$ cat src/rtl/rggen_bus_arbiter.sv
// Round-robin arbiter sharing one rggen bus slave port between several hosts.
// One transaction is outstanding at a time; the response is routed back to its owner only.
module rggen_bus_arbiter #(
  parameter int HOSTS         = 2,
  parameter int ADDRESS_WIDTH = 8,
  parameter int BUS_WIDTH     = 32
) (
  input  logic                           i_clk,
  input  logic                           i_rst,
  input  logic [HOSTS-1:0]               i_host_valid,
  input  logic [HOSTS*ADDRESS_WIDTH-1:0] i_host_address,
  input  logic [HOSTS-1:0]               i_host_write,
  input  logic [HOSTS*BUS_WIDTH-1:0]     i_host_write_data,
  input  logic [HOSTS*BUS_WIDTH/8-1:0]   i_host_strobe,
  output logic [HOSTS-1:0]               o_host_ready,
  output logic [HOSTS*2-1:0]             o_host_status,
  output logic [HOSTS*BUS_WIDTH-1:0]     o_host_read_data,
  output logic                           o_valid,
  output logic [ADDRESS_WIDTH-1:0]       o_address,
  output logic                           o_write,
  output logic [BUS_WIDTH-1:0]           o_write_data,
  output logic [BUS_WIDTH/8-1:0]         o_strobe,
  input  logic                           i_ready,
  input  logic [1:0]                     i_status,
  input  logic [BUS_WIDTH-1:0]           i_read_data,
  output logic [HOSTS-1:0]               o_grant
);

  localparam int SW = BUS_WIDTH / 8;
  localparam int IW = (HOSTS > 1) ? $clog2(HOSTS) : 1;

  typedef enum logic [0:0] {
    IDLE = 1'b0,
    BUSY = 1'b1
  } state_t;

  state_t                   state;
  logic [IW-1:0]            last;
  logic [IW-1:0]            owner;
  logic                     found;
  logic [IW-1:0]            pick;
  logic [IW:0]              idx;
  logic                     hit;
  logic [HOSTS-1:0]         pick_onehot;
  logic [ADDRESS_WIDTH-1:0] sel_address;
  logic                     sel_write;
  logic [BUS_WIDTH-1:0]     sel_write_data;
  logic [SW-1:0]            sel_strobe;

  // Round-robin search: first valid host after the last owner, wrapping modulo HOSTS.
  always_comb begin
    found = 1'b0;
    pick  = '0;
    idx   = '0;
    hit   = 1'b0;
    for (int i = 1; i <= HOSTS; i++) begin
      idx   = {1'b0, last} + (IW+1)'(i);
      idx   = (idx >= (IW+1)'(HOSTS)) ? idx - (IW+1)'(HOSTS) : idx;
      hit   = !found && i_host_valid[idx[IW-1:0]];
      pick  = hit ? idx[IW-1:0] : pick;
      found = found | hit;
    end
  end

  // Multiplex the chosen host's request fields and build its one-hot grant.
  always_comb begin
    sel_address    = '0;
    sel_write      = 1'b0;
    sel_write_data = '0;
    sel_strobe     = '0;
    pick_onehot    = '0;
    for (int h = 0; h < HOSTS; h++) begin
      if (pick == IW'(h)) begin
        sel_address    = i_host_address[h*ADDRESS_WIDTH +: ADDRESS_WIDTH];
        sel_write      = i_host_write[h];
        sel_write_data = i_host_write_data[h*BUS_WIDTH +: BUS_WIDTH];
        sel_strobe     = i_host_strobe[h*SW +: SW];
        pick_onehot[h] = found;
      end else begin
        pick_onehot[h] = 1'b0;
      end
    end
  end

  // Arbitration FSM; request fields are captured once at grant and held until i_ready.
  always_ff @(posedge i_clk) begin
    if (i_rst) begin
      state        <= IDLE;
      last         <= IW'(HOSTS - 1);
      owner        <= '0;
      o_valid      <= 1'b0;
      o_grant      <= '0;
      o_address    <= '0;
      o_write      <= 1'b0;
      o_write_data <= '0;
      o_strobe     <= '0;
    end else begin
      case (state)
        IDLE: begin
          if (found) begin
            state        <= BUSY;
            owner        <= pick;
            o_valid      <= 1'b1;
            o_grant      <= pick_onehot;
            o_address    <= sel_address;
            o_write      <= sel_write;
            o_write_data <= sel_write_data;
            o_strobe     <= sel_strobe;
          end
        end
        BUSY: begin
          if (i_ready) begin
            state   <= IDLE;
            last    <= owner;
            o_valid <= 1'b0;
            o_grant <= '0;
          end
        end
        default: begin
          state   <= IDLE;
          o_valid <= 1'b0;
          o_grant <= '0;
        end
      endcase
    end
  end

  // Route the downstream response to the owning host only; everything else reads zero.
  always_comb begin
    o_host_ready     = '0;
    o_host_status    = '0;
    o_host_read_data = '0;
    for (int h = 0; h < HOSTS; h++) begin
      if ((state == BUSY) && o_grant[h]) begin
        o_host_ready[h]                           = i_ready;
        o_host_status[h*2 +: 2]                   = i_status;
        o_host_read_data[h*BUS_WIDTH +: BUS_WIDTH] = i_read_data;
      end else begin
        o_host_ready[h]                           = 1'b0;
        o_host_status[h*2 +: 2]                   = 2'b00;
        o_host_read_data[h*BUS_WIDTH +: BUS_WIDTH] = '0;
      end
    end
  end

endmodule

$ cat config.mk
export PLATFORM = sky130hd
export DESIGN_NAME = rggen_bus_arbiter
export DESIGN_NICKNAME = d
export VERILOG_FILES = /design/src/rtl/rggen_bus_arbiter.sv
export SDC_FILE = /design/constraint.sdc
export NUM_CORES = 1
export LEC_CHECK = 0
export CORE_AREA = 2 2 97 99
export CTS_BUF_LIST = sky130_fd_sc_hd__clkbuf_2 sky130_fd_sc_hd__clkbuf_4 sky130_fd_sc_hd__clkbuf_8
export DETAILED_ROUTE_END_ITERATION = 8
export DIE_AREA = 0 0 99 101
export PLACE_DENSITY = 0.78
export SYNTH_ARGS = -nofsm -noshare
export SYNTH_HDL_FRONTEND = slang
export SYNTH_SLANG_ARGS = --single-unit
$ cat constraint.sdc
create_clock -name i_clk -period 3.7 [get_ports i_clk]
set_input_delay 0.74 -clock i_clk [delete_from_list [all_inputs] [get_ports i_clk]]
set_output_delay 0.74 -clock i_clk [all_outputs]
set_load 0.01 [all_outputs]
# ---- After elaboration in Yosys (flattened, before gate mapping)
# Index checks and enable logic that the tools add are counted.
dict set report op_classes {
  addsub 4
  mux 29
  bitwise_logic 2
  eq_ne 2
  n_reduce_logical 7
  order_cmp 4
}
# op n
set ops {}
lappend ops {{$mux W32} 3}
lappend ops {{$mux W1} 17}
lappend ops {{$mux W2} 4}
lappend ops {{$mux W8} 1}
lappend ops {{$reduce_and A2 Y1} 3}
lappend ops {{$ge A2 B2 Y1 const B} 2}
lappend ops {{$lt A1 B2 Y1 const B} 2}
lappend ops {{$mux W4} 1}
lappend ops {{$ne A2 B2 Y1 const B} 2}
lappend ops {{$pmux W1 S2} 2}
lappend ops {{$pmux W2 S2} 1}
lappend ops {{$logic_and A1 B1 Y1} 3}
lappend ops {{$add A1 B1 Y2 const B} 1}
lappend ops {{$add A1 B2 Y2 const B} 1}
lappend ops {{$sub A1 B1 Y1 const B} 2}
lappend ops {{$logic_not A1 Y1} 1}
lappend ops {{$not A1 Y1} 1}
lappend ops {{$or A1 B1 Y1} 1}
dict set report word_totals {
  reg_bits 51
  output_inout_bits 118
  inputBits 129
  wordCells 57
}

# ---- Logic depth before layout (Yosys ltp)
# Gate-level depths: netlist of the first run.
dict set report logic_depth {
  ltp_word 11
  ltp_mapped 6
  depth_no_buf 3
}

# ---- Worst setup path after synthesis of the first run
# No wires, ideal clock.
dict set report synth_timing {
  path_type {reg-to-output}
  from {register state}
  to {output port o_host_read_data[0]}
  path_stages_with_launch 5
  t_arrival_ns 1.113
  path_slack_ns 1.847
  required_time_ns 2.960
  path_buffers 3
  path_cell_list {dfxtp_1 buf_2 clkbuf_1 clkbuf_1 and3_1}
}
dict set report synth_between {
  elab_chain_cells 2
}
# element line_no
set synth_rtl {}
lappend synth_rtl {{from (decl)} 37} ;# state_t state;
lappend synth_rtl {{from (signal assigned)} 88} ;# state <= IDLE;
lappend synth_rtl {{from (signal assigned)} 101} ;# state <= BUSY;
lappend synth_rtl {{from (signal assigned)} 113} ;# state <= IDLE;
lappend synth_rtl {{$logic_and A1 B1 Y1} 134} ;# if ((state == BUSY) && o_grant[h]) begin
lappend synth_rtl {{$mux W32} 134}
lappend synth_rtl {{to (decl)} 17} ;# output logic [HOSTS*BUS_WIDTH-1:0] o_host_read_data,
# Every way passes these cells.

# ---- Final worst setup path of the first run
dict set report layout_timing {
  from {register state}
  to {output port o_host_status[0]}
}
dict set report layout_between {
  elab_chain_cells 2
}
# element line_no
set layout_rtl {}
lappend layout_rtl {{$logic_and A1 B1 Y1} 134}
lappend layout_rtl {{$mux W2} 134}
lappend layout_rtl {{to (decl)} 16} ;# output logic [HOSTS*2-1:0] o_host_status,
# Every way passes these cells.

==> results.cfg, run 1 <==
[outcome]
status = completed

[yosys]
synth_top_cells_by_count = and3_1, dfxtp_1, a221o_1, nor3b_1, clkbuf_1
synth_cell_types = 22
synth_area_um2 = 2620
ys_seq_area_frac = 0.390
synth.top_cell.area_share = 0.390
synth_edf_count = 0
synth_top_cell_by_area = dfxtp_1
synth.area.top_cells = dfxtp_1, a221o_1, and3_1
syn_area_per_cell_um2 = 9.70
syn_inst = 270
yosysMostFrequentCell = and3_1
synth_nets = 399
yosysWarnings = 0
synth_seq_cells = 51
async_flop_share = 0
ys.flop_type = dfxtp_1

[finish]
drive_gt1_frac = 0.0364
area.growth.synth_to_final_pct = 96.8
antennaDiodeCount = 0
fin_nets = 623

[critical_path]
path_delay_family = flip-flops
crit_arrival_ps = 2410
worstSetupPathType = reg -> out
cp-end-kind = output pin
path_cells = buf_4, and3_1, clkdlybuf4s50_1
timing.critical_path.fanout_max = 46
crit_buf_inv = 2
slowest_delay_ps = 990
crit_required_ps = 2960
reg2reg_depth = 4
path_depth = 3
critPathLaunchType = flip-flop
critPathSlowestCell = dfxtp_1

[route]
wl_um = 11000
via_per_inst = 5.16
firstDrtPassIters = 4
drcViolationCount = 0
num_vias = 3124
ant_nets = 0
wl_per_cell_um = 18.2
drt_iter0_drc = 115

[timing]
rsz0062_at_grt = no
final_max_slew_viol_count = 0
worst_hold_slack_ps = 480
period_needed_ps = 3150
relSlewSlack = 0.316
final_hold_viol_count = 0
tns_ps = 0
tightest_slew_ps = 1030
finalCritPeriodShare = 0.850
setup_viol = 0
fin_skew_ps = 12.1
max_freq_ghz = 0.318

[die]
die_area_um2 = 10000
ios = 247
start_util = 0.292
rows = 35
die_w_um = 99
die_y_um = 101
core_area_um2 = 8980

[global_route]
grt_pass1_vias = 3079
grt.overflow.total = 0
antenna_found_initial = 0
grt_max_degree = 47
grt_usage = 0.204
grt_pass1_wl_um = 16100

[clock_network]
clk_latency_ps = 310
htreeDepth = 2
postCtsSetupBuffers = 0
clock_path_buffers = 2
hold_buffers = 0
cts_tree = yes
clkSinkCount = 51
cts_resized = 0
cts_root_buf = clkbuf_8
cts-buffers-inserted = 5
clk_pin_slew_ps = 90

[pwr]
power.leakage_nw = 2.09
pwr_density_cell_nw_per_um2 = 278
vdd_ir_drop_max_uv = 146

[placement]
io_buffers = 246
routabilityCongestion = 0.833
dp_hpwl_um = 8310

[min_path]
holdCritPathClass = reg -> reg
min_path_cells = 2

[flow_run]
cap_violations = 0
## stage by stage
step	power (mW)	instances	setup WS [ps]	utilization	instance area, um^2
2_1_floorplan	0.806	270	1850	-	2620
3_3_place_gp	1.09	598	946	0.564	5060
3_5_place_dp	1.10	598	923	0.564	5060
4_1_cts	1.45	605	582	0.574	5150
5_1_grt	1.50	605	321	0.574	5150
6_report	1.43	605	554	0.574	5150
## worst paths after layout
kind	from	endpoint	slack (ps)
worst min register to register	owner	owner	480
worst max register to register	state	o_write_data[8]	980
worst min-delay path	owner	owner	480
worst max-delay path	state	o_host_status[0]	550
## power by group
part	internal [mW]	switching (mW)	total (mW)
Clock	0.151	0.193	0.344
Sequential	0.598	0.0418	0.639
Combinational	0.288	0.160	0.448
Total	1.04	0.395	1.43
## layout by cell type, fill, tap and decap left out
cell,count
clkdlybuf4s50_1,245
and3_1,71
dfxtp_1,51
nor3b_1,45
a221o_1,45
clkbuf_8,6
buf_4,5
a21oi_1,4
nand2_1,3
nor2_1,3
nand2b_1,2
o21ai_1,2
and4bb_2,1
nand2b_4,1
nor3b_4,1
o21ba_2,1
nor2b_1,1
nand3b_1,1
nor3_1,1
a211oi_1,1
a211o_1,1
inv_6,1
buf_2,1
buf_12,1
## worst reg2reg max path, stage by stage (launching register included)
cell	delay [ps]
dfxtp_1	990
buf_4	380
buf_4	200
and4bb_2	530
a221o_1	520
## metal layers
layer | vias to the layer above | routed length, um | GRT usage
met4 | 0 | 399 | 0.0885
met5 | - | 0 | 0
li1 | 1491 | - | -
met3 | 25 | 1030 | 0.0680
met1 | 1438 | 4040 | 0.210
met2 | 170 | 5560 | 0.376
## flip-flops by register name (all words and copies together), names as in the netlist
register	count
o_address	8
o_strobe	4
o_valid	1
last	1
state	1
o_grant	2
o_write_data	32
o_write	1
owner	1
## cell type report
type	count	area (um^2)
fill	788	3820
clock inverter	1	8.76
clock buffer	6	82.6
timing repair buffer	252	2510
tap	111	139
sequential	51	1020
multi-input combinational	184	1390
## kinds of logic after synthesis
logic type,count (synthesis),synth area share
compound gates,54,0.194
simple gates,130,0.336
buf+inv,35,0.0803
flops,51,0.390
No activity file was read; power rests on OpenSTA's default activity.
==> run 2: changes to the inputs <==
- CTS_CLUSTER_SIZE: not set -> 16
==> results of run 2 <==
The final DEF is identical to that of run 1; final timing and power are the same.
